--- config.mk ---
export PLATFORM = sky130hd
export DESIGN_NAME = reg_writeback_unit
export DESIGN_NICKNAME = d
export VERILOG_FILES = /design/src/rtl/reg_writeback_unit.sv
export SDC_FILE = /design/constraint.sdc
export NUM_CORES = 1
export LEC_CHECK = 0
export ABC_AREA = 1
export CELL_PAD_IN_SITES_DETAIL_PLACEMENT = 0
export CELL_PAD_IN_SITES_GLOBAL_PLACEMENT = 1
export CORE_MARGIN = 4
export CORE_UTILIZATION = 37
export CTS_CLUSTER_SIZE = 40
export DETAILED_ROUTE_END_ITERATION = 6
export GPL_ROUTABILITY_DRIVEN = 0
export HOLD_SLACK_MARGIN = 0.06
export PLACE_DENSITY_LB_ADDON = 0.1
export SYNTH_ARGS = -nofsm -noshare
export SYNTH_HDL_FRONTEND = slang
export SYNTH_SLANG_ARGS = --single-unit
--- constraint.sdc ---
create_clock -name clk -period 2.6 [get_ports clk]
set_input_delay 0.26 -clock clk [delete_from_list [all_inputs] [get_ports clk]]
set_output_delay 0.26 -clock clk [all_outputs]
set_load 0.03 [all_outputs]
--- src/rtl/reg_writeback_unit.sv ---
// Register-bank write initiator: load extension, ordered {dest,data} queue, one write per cycle.
// Optional REG_WB_BYPASS_EN adds youngest-pending-value bypass for the queried register.
module reg_writeback_unit #(
  parameter int unsigned DEPTH = 4
) (
  input  logic        clk,
  input  logic        rst_n,
  input  logic        aluValid,
  input  logic [4:0]  aluDest,
  input  logic [31:0] aluData,
  output logic        aluReady,
  input  logic        memValid,
  input  logic [4:0]  memDest,
  input  logic [31:0] memData,
  input  logic [2:0]  memFunct,
  input  logic [1:0]  memByteOff,
  output logic        memReady,
  input  logic        wrStall,
  output logic [31:0] wrData,
  output logic [4:0]  wAddr,
  output logic        regWriteFlag,
  input  logic [4:0]  chkAddr,
  output logic        hazardHit,
  output logic        bypassValid,
  output logic [31:0] bypassData
);

  localparam int unsigned AW = (DEPTH > 1) ? $clog2(DEPTH) : 1;
  localparam int unsigned CW = $clog2(DEPTH + 1);
  localparam logic [CW-1:0] DEPTH_C = CW'(DEPTH);

  logic [AW-1:0] wr_ptr;
  logic [AW-1:0] rd_ptr;
  logic [CW-1:0] count;
  logic [4:0]    q_dest [DEPTH];
  logic [31:0]   q_data [DEPTH];

  logic          mem_live;
  logic          mem_push;
  logic          alu_push;
  logic          pop;
  logic [AW-1:0] alu_slot;
  logic [7:0]    mem_byte;
  logic [15:0]   mem_half;
  logic [31:0]   mem_ext;

  // Load extension
  always_comb begin
    mem_byte = memData[{memByteOff, 3'b000} +: 8];
    mem_half = memByteOff[1] ? memData[31:16] : memData[15:0];
    case (memFunct)
      3'b000:  mem_ext = {{24{mem_byte[7]}}, mem_byte};
      3'b001:  mem_ext = {{16{mem_half[15]}}, mem_half};
      3'b100:  mem_ext = {24'h0, mem_byte};
      3'b101:  mem_ext = {16'h0, mem_half};
      default: mem_ext = memData;
    endcase
  end

  // Readiness looks only at the registered count; a same-edge pop frees no slot.
  always_comb begin
    mem_live = memValid && (memDest != '0);
    memReady = (count < DEPTH_C) || (memDest == '0);
    aluReady = (count < (DEPTH_C - CW'(mem_live))) || (aluDest == '0);
    mem_push = mem_live && memReady;
    alu_push = aluValid && (aluDest != '0) && aluReady;
    pop      = !wrStall && (count != '0);
    alu_slot = mem_push ? (wr_ptr + AW'(1)) : wr_ptr;
  end

  // Queue storage needs no reset: only entries below count are ever observed.
  always_ff @(posedge clk) begin
    if (mem_push) begin
      q_dest[wr_ptr] <= memDest;
      q_data[wr_ptr] <= mem_ext;
    end
    if (alu_push) begin
      q_dest[alu_slot] <= aluDest;
      q_data[alu_slot] <= aluData;
    end
  end

  always_ff @(posedge clk or negedge rst_n) begin
    if (!rst_n) begin
      wr_ptr       <= '0;
      rd_ptr       <= '0;
      count        <= '0;
      wrData       <= '0;
      wAddr        <= '0;
      regWriteFlag <= 1'b0;
    end else begin
      wr_ptr <= wr_ptr + AW'(mem_push) + AW'(alu_push);
      count  <= count + CW'(mem_push) + CW'(alu_push) - CW'(pop);
      if (pop) begin
        wrData       <= q_data[rd_ptr];
        wAddr        <= q_dest[rd_ptr];
        regWriteFlag <= 1'b1;
        rd_ptr       <= rd_ptr + AW'(1);
      end else begin
        regWriteFlag <= 1'b0;
      end
    end
  end

  // Hazard scan walks oldest to youngest so the last match is the newest value.
  always_comb begin
    logic          hit;
    logic [AW-1:0] idx;
`ifdef REG_WB_BYPASS_EN
    logic [31:0]   sel;
    sel = (regWriteFlag && (wAddr == chkAddr)) ? wrData : '0;
`endif
    hit = regWriteFlag && (wAddr == chkAddr);
    for (int unsigned k = 0; k < DEPTH; k++) begin
      idx = rd_ptr + AW'(k);
      if ((CW'(k) < count) && (q_dest[idx] == chkAddr)) begin
        hit = 1'b1;
`ifdef REG_WB_BYPASS_EN
        sel = q_data[idx];
`endif
      end
    end
    hazardHit = hit && (chkAddr != '0);
`ifdef REG_WB_BYPASS_EN
    bypassValid = hazardHit;
    bypassData  = hazardHit ? sel : '0;
`else
    bypassValid = 1'b0;
    bypassData  = '0;
`endif
  end

endmodule

==> impl_metrics.py <==
metrics = {
    "status": {
        "run_status": "complete, no violations",
    },
    "worst_setup_path": {
        "cp_num_buf_inv": 4,
        "critical_path_peak_fanout": 23,
        "critical_path.endpoint_type": "output pin",
        "timing.critical_path.cells": "inv_2, buf_12, nand2_1, nand2_2, inv_1, nand2_1, nand2_1, nand2_1, nand2_1, nor2_1, nand2_1, nand2_1, nand2_1, a21oi_2, buf_6",
        "worst_r2r_path_depth": 12,
        "slowest_delay_ns": 0.44,
        "critical_path.top_delay_family": "simple AND/OR/NAND/NOR gates",
        "crit_path_top_delay_cell": "dfrtp_2",
        "critical-path-top-cell-by-count": "nand2_1",
        "critical_path_cell_count": 15,
        "arrival_ns": 2.19,
        "critical_path_required_ns": 2.34,
        "start_kind": "flip-flop",
        "critPathKind": "reg -> out",
    },
    "floorplan": {
        "io-pin-count": 163,
        "core.rowCount": 62,
        "fp.dieArea_sq_mm": 0.0322,
        "core-area_sq_mm": 0.0289,
        "die_h_um": 179,
        "die_w_um": 179,
        "initial_core_util_pct": 37.7,
    },
    "synthesis": {
        "synth_area_per_cell_sq_um": 7.81,
        "syn-instance-count": 1392,
        "synth_edf_count": 148,
        "synth.yosys.seq_area_share_pct": 51.2,
        "synth.lib_cells_used.distinct": 38,
        "synth.yosys.warnings": 0,
        "synth-seq-cells": 193,
        "synth-main-ff-cell": "edfxtp_1",
        "synth_area_sq_mm": 0.0109,
        "async_s_r_ff_share_synth_pct": 23.3,
    },
    "clock_tree": {
        "cts_max_level": 4,
        "max-clock-path-buffers": 2,
        "clock_latency_ns": 0.44,
        "ctsRootBufferMaster": "clkbuf_16",
        "clock_sink_count": 193,
        "clk_pin_slew_worst_paths_ns": 0.08,
        "tritoncts": "done",
        "total_clock_buffers_created_by_cts": 17,
    },
    "cells_and_area": {
        "layout-drive-gt1-share_pct": 8.79,
        "area_added_between_synthesis_and_finish_pct": 24.5,
        "finish.cell_count_without_fillers": 1942,
        "design.final.nets": 1646,
        "n_antenna_cell": 0,
    },
    "drt": {
        "dr.pass1.iters": 5,
        "wire_per_inst_um": 16.8,
        "postRouteAntennaNets": 0,
        "route.final.wire_length_mm": 32.6,
        "remaining_drc_errors": 0,
        "drtIter0Drc": 629,
        "dr_total_vias": 9509,
        "avgViaCountPerCell": 4.90,
    },
    "sta": {
        "finClkSkew_ns": 0.0148,
        "maxClockFrequency_ghz": 0.408,
        "final_period_minus_worst_setup_slack_ns": 2.45,
        "slew-limit-headroom_pct": 60.7,
        "grt_setup_unrepaired": "yes",
        "slew_violations": 0,
        "worst_case_setup_margin_in_the_final_layout_ns": 0.147,
        "worst_hold_slack_ns": 0.352,
        "timing_worst_slew_pin_value_ns": 0.590,
        "fin_setup_tns_ns": 0,
        "hold_viol": 0,
        "setup_violations": 0,
        "part_of_the_cycle_the_worst_path_needs_pct": 94.3,
    },
    "power": {
        "power.density_cell_area_mw_per_mm2": 1110,
        "peakVddDrop_mv": 0.568,
        "power.total_mw": 15.0,
        "total_leakage_power_nw": 6.19,
    },
    "grt": {
        "grt_first_pass_wirelength_mm": 50.9,
        "antenna_found_initial": 0,
        "gr-usage-all-layers_pct": 19.9,
        "first_global_vias": 8992,
        "global_route.overflow_total": 0,
        "largest_net_degree_at_the_start_of_global_routing": 40,
    },
    "place": {
        "post-place-cells": 1908,
        "hpwlAfterDp_mm": 23.2,
        "placement.io_buffers": 129,
        "place_worst_setup_slack_ns": -0.300,
    },
    "flow_run": {
        "cap_viol_max_count": 0,
    },
    "hold_path": {
        "hp-class": "in -> async",
    },
}
cells in the final DEF, fill, tap and decap left out, types with 2 or more instances in the layout:
master | synthesis | layout
ha_1 | 11 | 11
nor2_2 | 1 | 2
nand2_2 | 5 | 11
buf_12 | 0 | 14
a22oi_1 | 7 | 7
xor2_2 | 2 | 2
inv_1 | 75 | 75
o211ai_1 | 3 | 3
nor3_1 | 3 | 3
clkinv_8 | 0 | 3
inv_6 | 0 | 7
conb_1 | 1 | 33
nor2_4 | 1 | 2
clkdlybuf4s50_1 | 0 | 126
o21ai_0 | 100 | 100
clkbuf_16 | 0 | 17
inv_4 | 1 | 2
inv_2 | 6 | 5
o32ai_1 | 7 | 7
buf_4 | 39 | 56
nand2_4 | 0 | 3
clkinv_4 | 0 | 2
buf_6 | 4 | 2
nand3_1 | 47 | 47
clkbuf_1 | 34 | 2
nand2_1 | 714 | 705
dfrtp_1 | 45 | 44
edfxtp_1 | 148 | 148
a21oi_1 | 15 | 14
o21ai_1 | 14 | 14
nor2_1 | 43 | 41
nand4_1 | 32 | 32
o22ai_1 | 2 | 2
path summary, 6_finish.rpt:
check                                  startpoint                endpoint  slack [ns]
min reg2reg                wrData[16]$_DFFE_PN0P_  wrData[16]$_DFFE_PN0P_        0.48
min in group clk           wrData[16]$_DFFE_PN0P_  wrData[16]$_DFFE_PN0P_        0.48
min                                         rst_n  regWriteFlag$_DFF_PN0_        0.35
max                         rd_ptr[0]$_DFFE_PN0P_               hazardHit        0.15
max reg2reg                    count[2]$_DFF_PN0_      count[2]$_DFF_PN0_        0.29
max in group asynchronous                   rst_n   rd_ptr[0]$_DFFE_PN0P_        1.40
synthesized netlist by cell type (3+ instances only):
library cell	instances	area, sq um
nand4_1	32	200
inv_1	75	282
nand3_1	47	235
o21ai_0	100	500
clkbuf_1	34	128
a22oi_1	7	52.6
nor2_1	43	161
buf_2	19	95.1
o32ai_1	7	61.3
dfrtp_1	45	1130
buf_6	4	45.0
edfxtp_1	148	4440
o211ai_1	3	22.5
ha_1	11	138
buf_4	39	293
nor3_1	3	15.0
inv_2	6	22.5
o21ai_1	14	70.1
nand2_1	714	2680
nand2_2	5	31.3
a21oi_1	15	75.1
routing by layer:
| layer | track usage [%] | part of all wire (%) | wire length [um] | vias up |
|---|---|---|---|---|
| li1 | - | - | - | 4765 |
| met1 | 28.1 | 47 | 15300 | 4434 |
| met2 | 33.0 | 47 | 15300 | 289 |
| met3 | 3.07 | 5.1 | 1670 | 21 |
| met4 | 3.66 | 0.85 | 276 | 0 |
| met5 | 0 | 0 | 0 | - |
sequential cells by signal, summed over array words and instances, names as in the netlist:
signal        count
q_data          128
wrData           32
q_dest           20
wAddr             5
count             3
rd_ptr            2
wr_ptr            2
regWriteFlag      1
through the flow:
stage          utilization (%)  instance area [sq um]
2_1_floorplan                -                  11000
5_1_grt                   46.9                  13500
6_report                  46.9                  13500
3_5_place_dp              44.7                  12900
3_3_place_gp              44.7                  12900
4_1_cts                   46.7                  13500
cell type report:
| class | instances | area, sq um |
|---|---|---|
| flip-flops and latches | 193 | 5570 |
| clock buffers | 19 | 433 |
| clock inverters | 13 | 139 |
| fillers | 2936 | 15300 |
| well taps | 384 | 480 |
| repair buffers | 200 | 2000 |
| inverters | 83 | 317 |
| multi-input cells | 1050 | 4600 |
report_power, final:
part / switching, mW / internal, mW / leakage [nW]
Sequential: 0.429 / 4.71 / 1.93
Clock: 1.29 / 1.28 / 0.279
Combinational: 4.73 / 2.55 / 3.98
what timing repair did:
action | in CTS | in global routing
buffers inserted | 0 | 1
endpoints found under the setup margin | 1 | 12
pin swaps | 0 | 1
resized for setup | 2 | 15
hold endpoints to repair | 17 | 0
hold buffers | 1 | 0
cell families (layout without fill, tap and decap cells):
family | Yosys count | in the layout | share of synthesized area (%)
AND/OR/NAND/NOR | 851 | 851 | 31.3
flip-flops | 193 | 193 | 51.2
buffers and inverters | 181 | 315 | 8.11
AO/OA/AOI/OAI | 150 | 150 | 7.47
adder cells (fa/ha/maj) | 12 | 12 | 1.45
XOR/XNOR | 4 | 4 | 0.460
other | 1 | 33 | 0.0345
No activity file was read; power rests on OpenSTA's default activity.
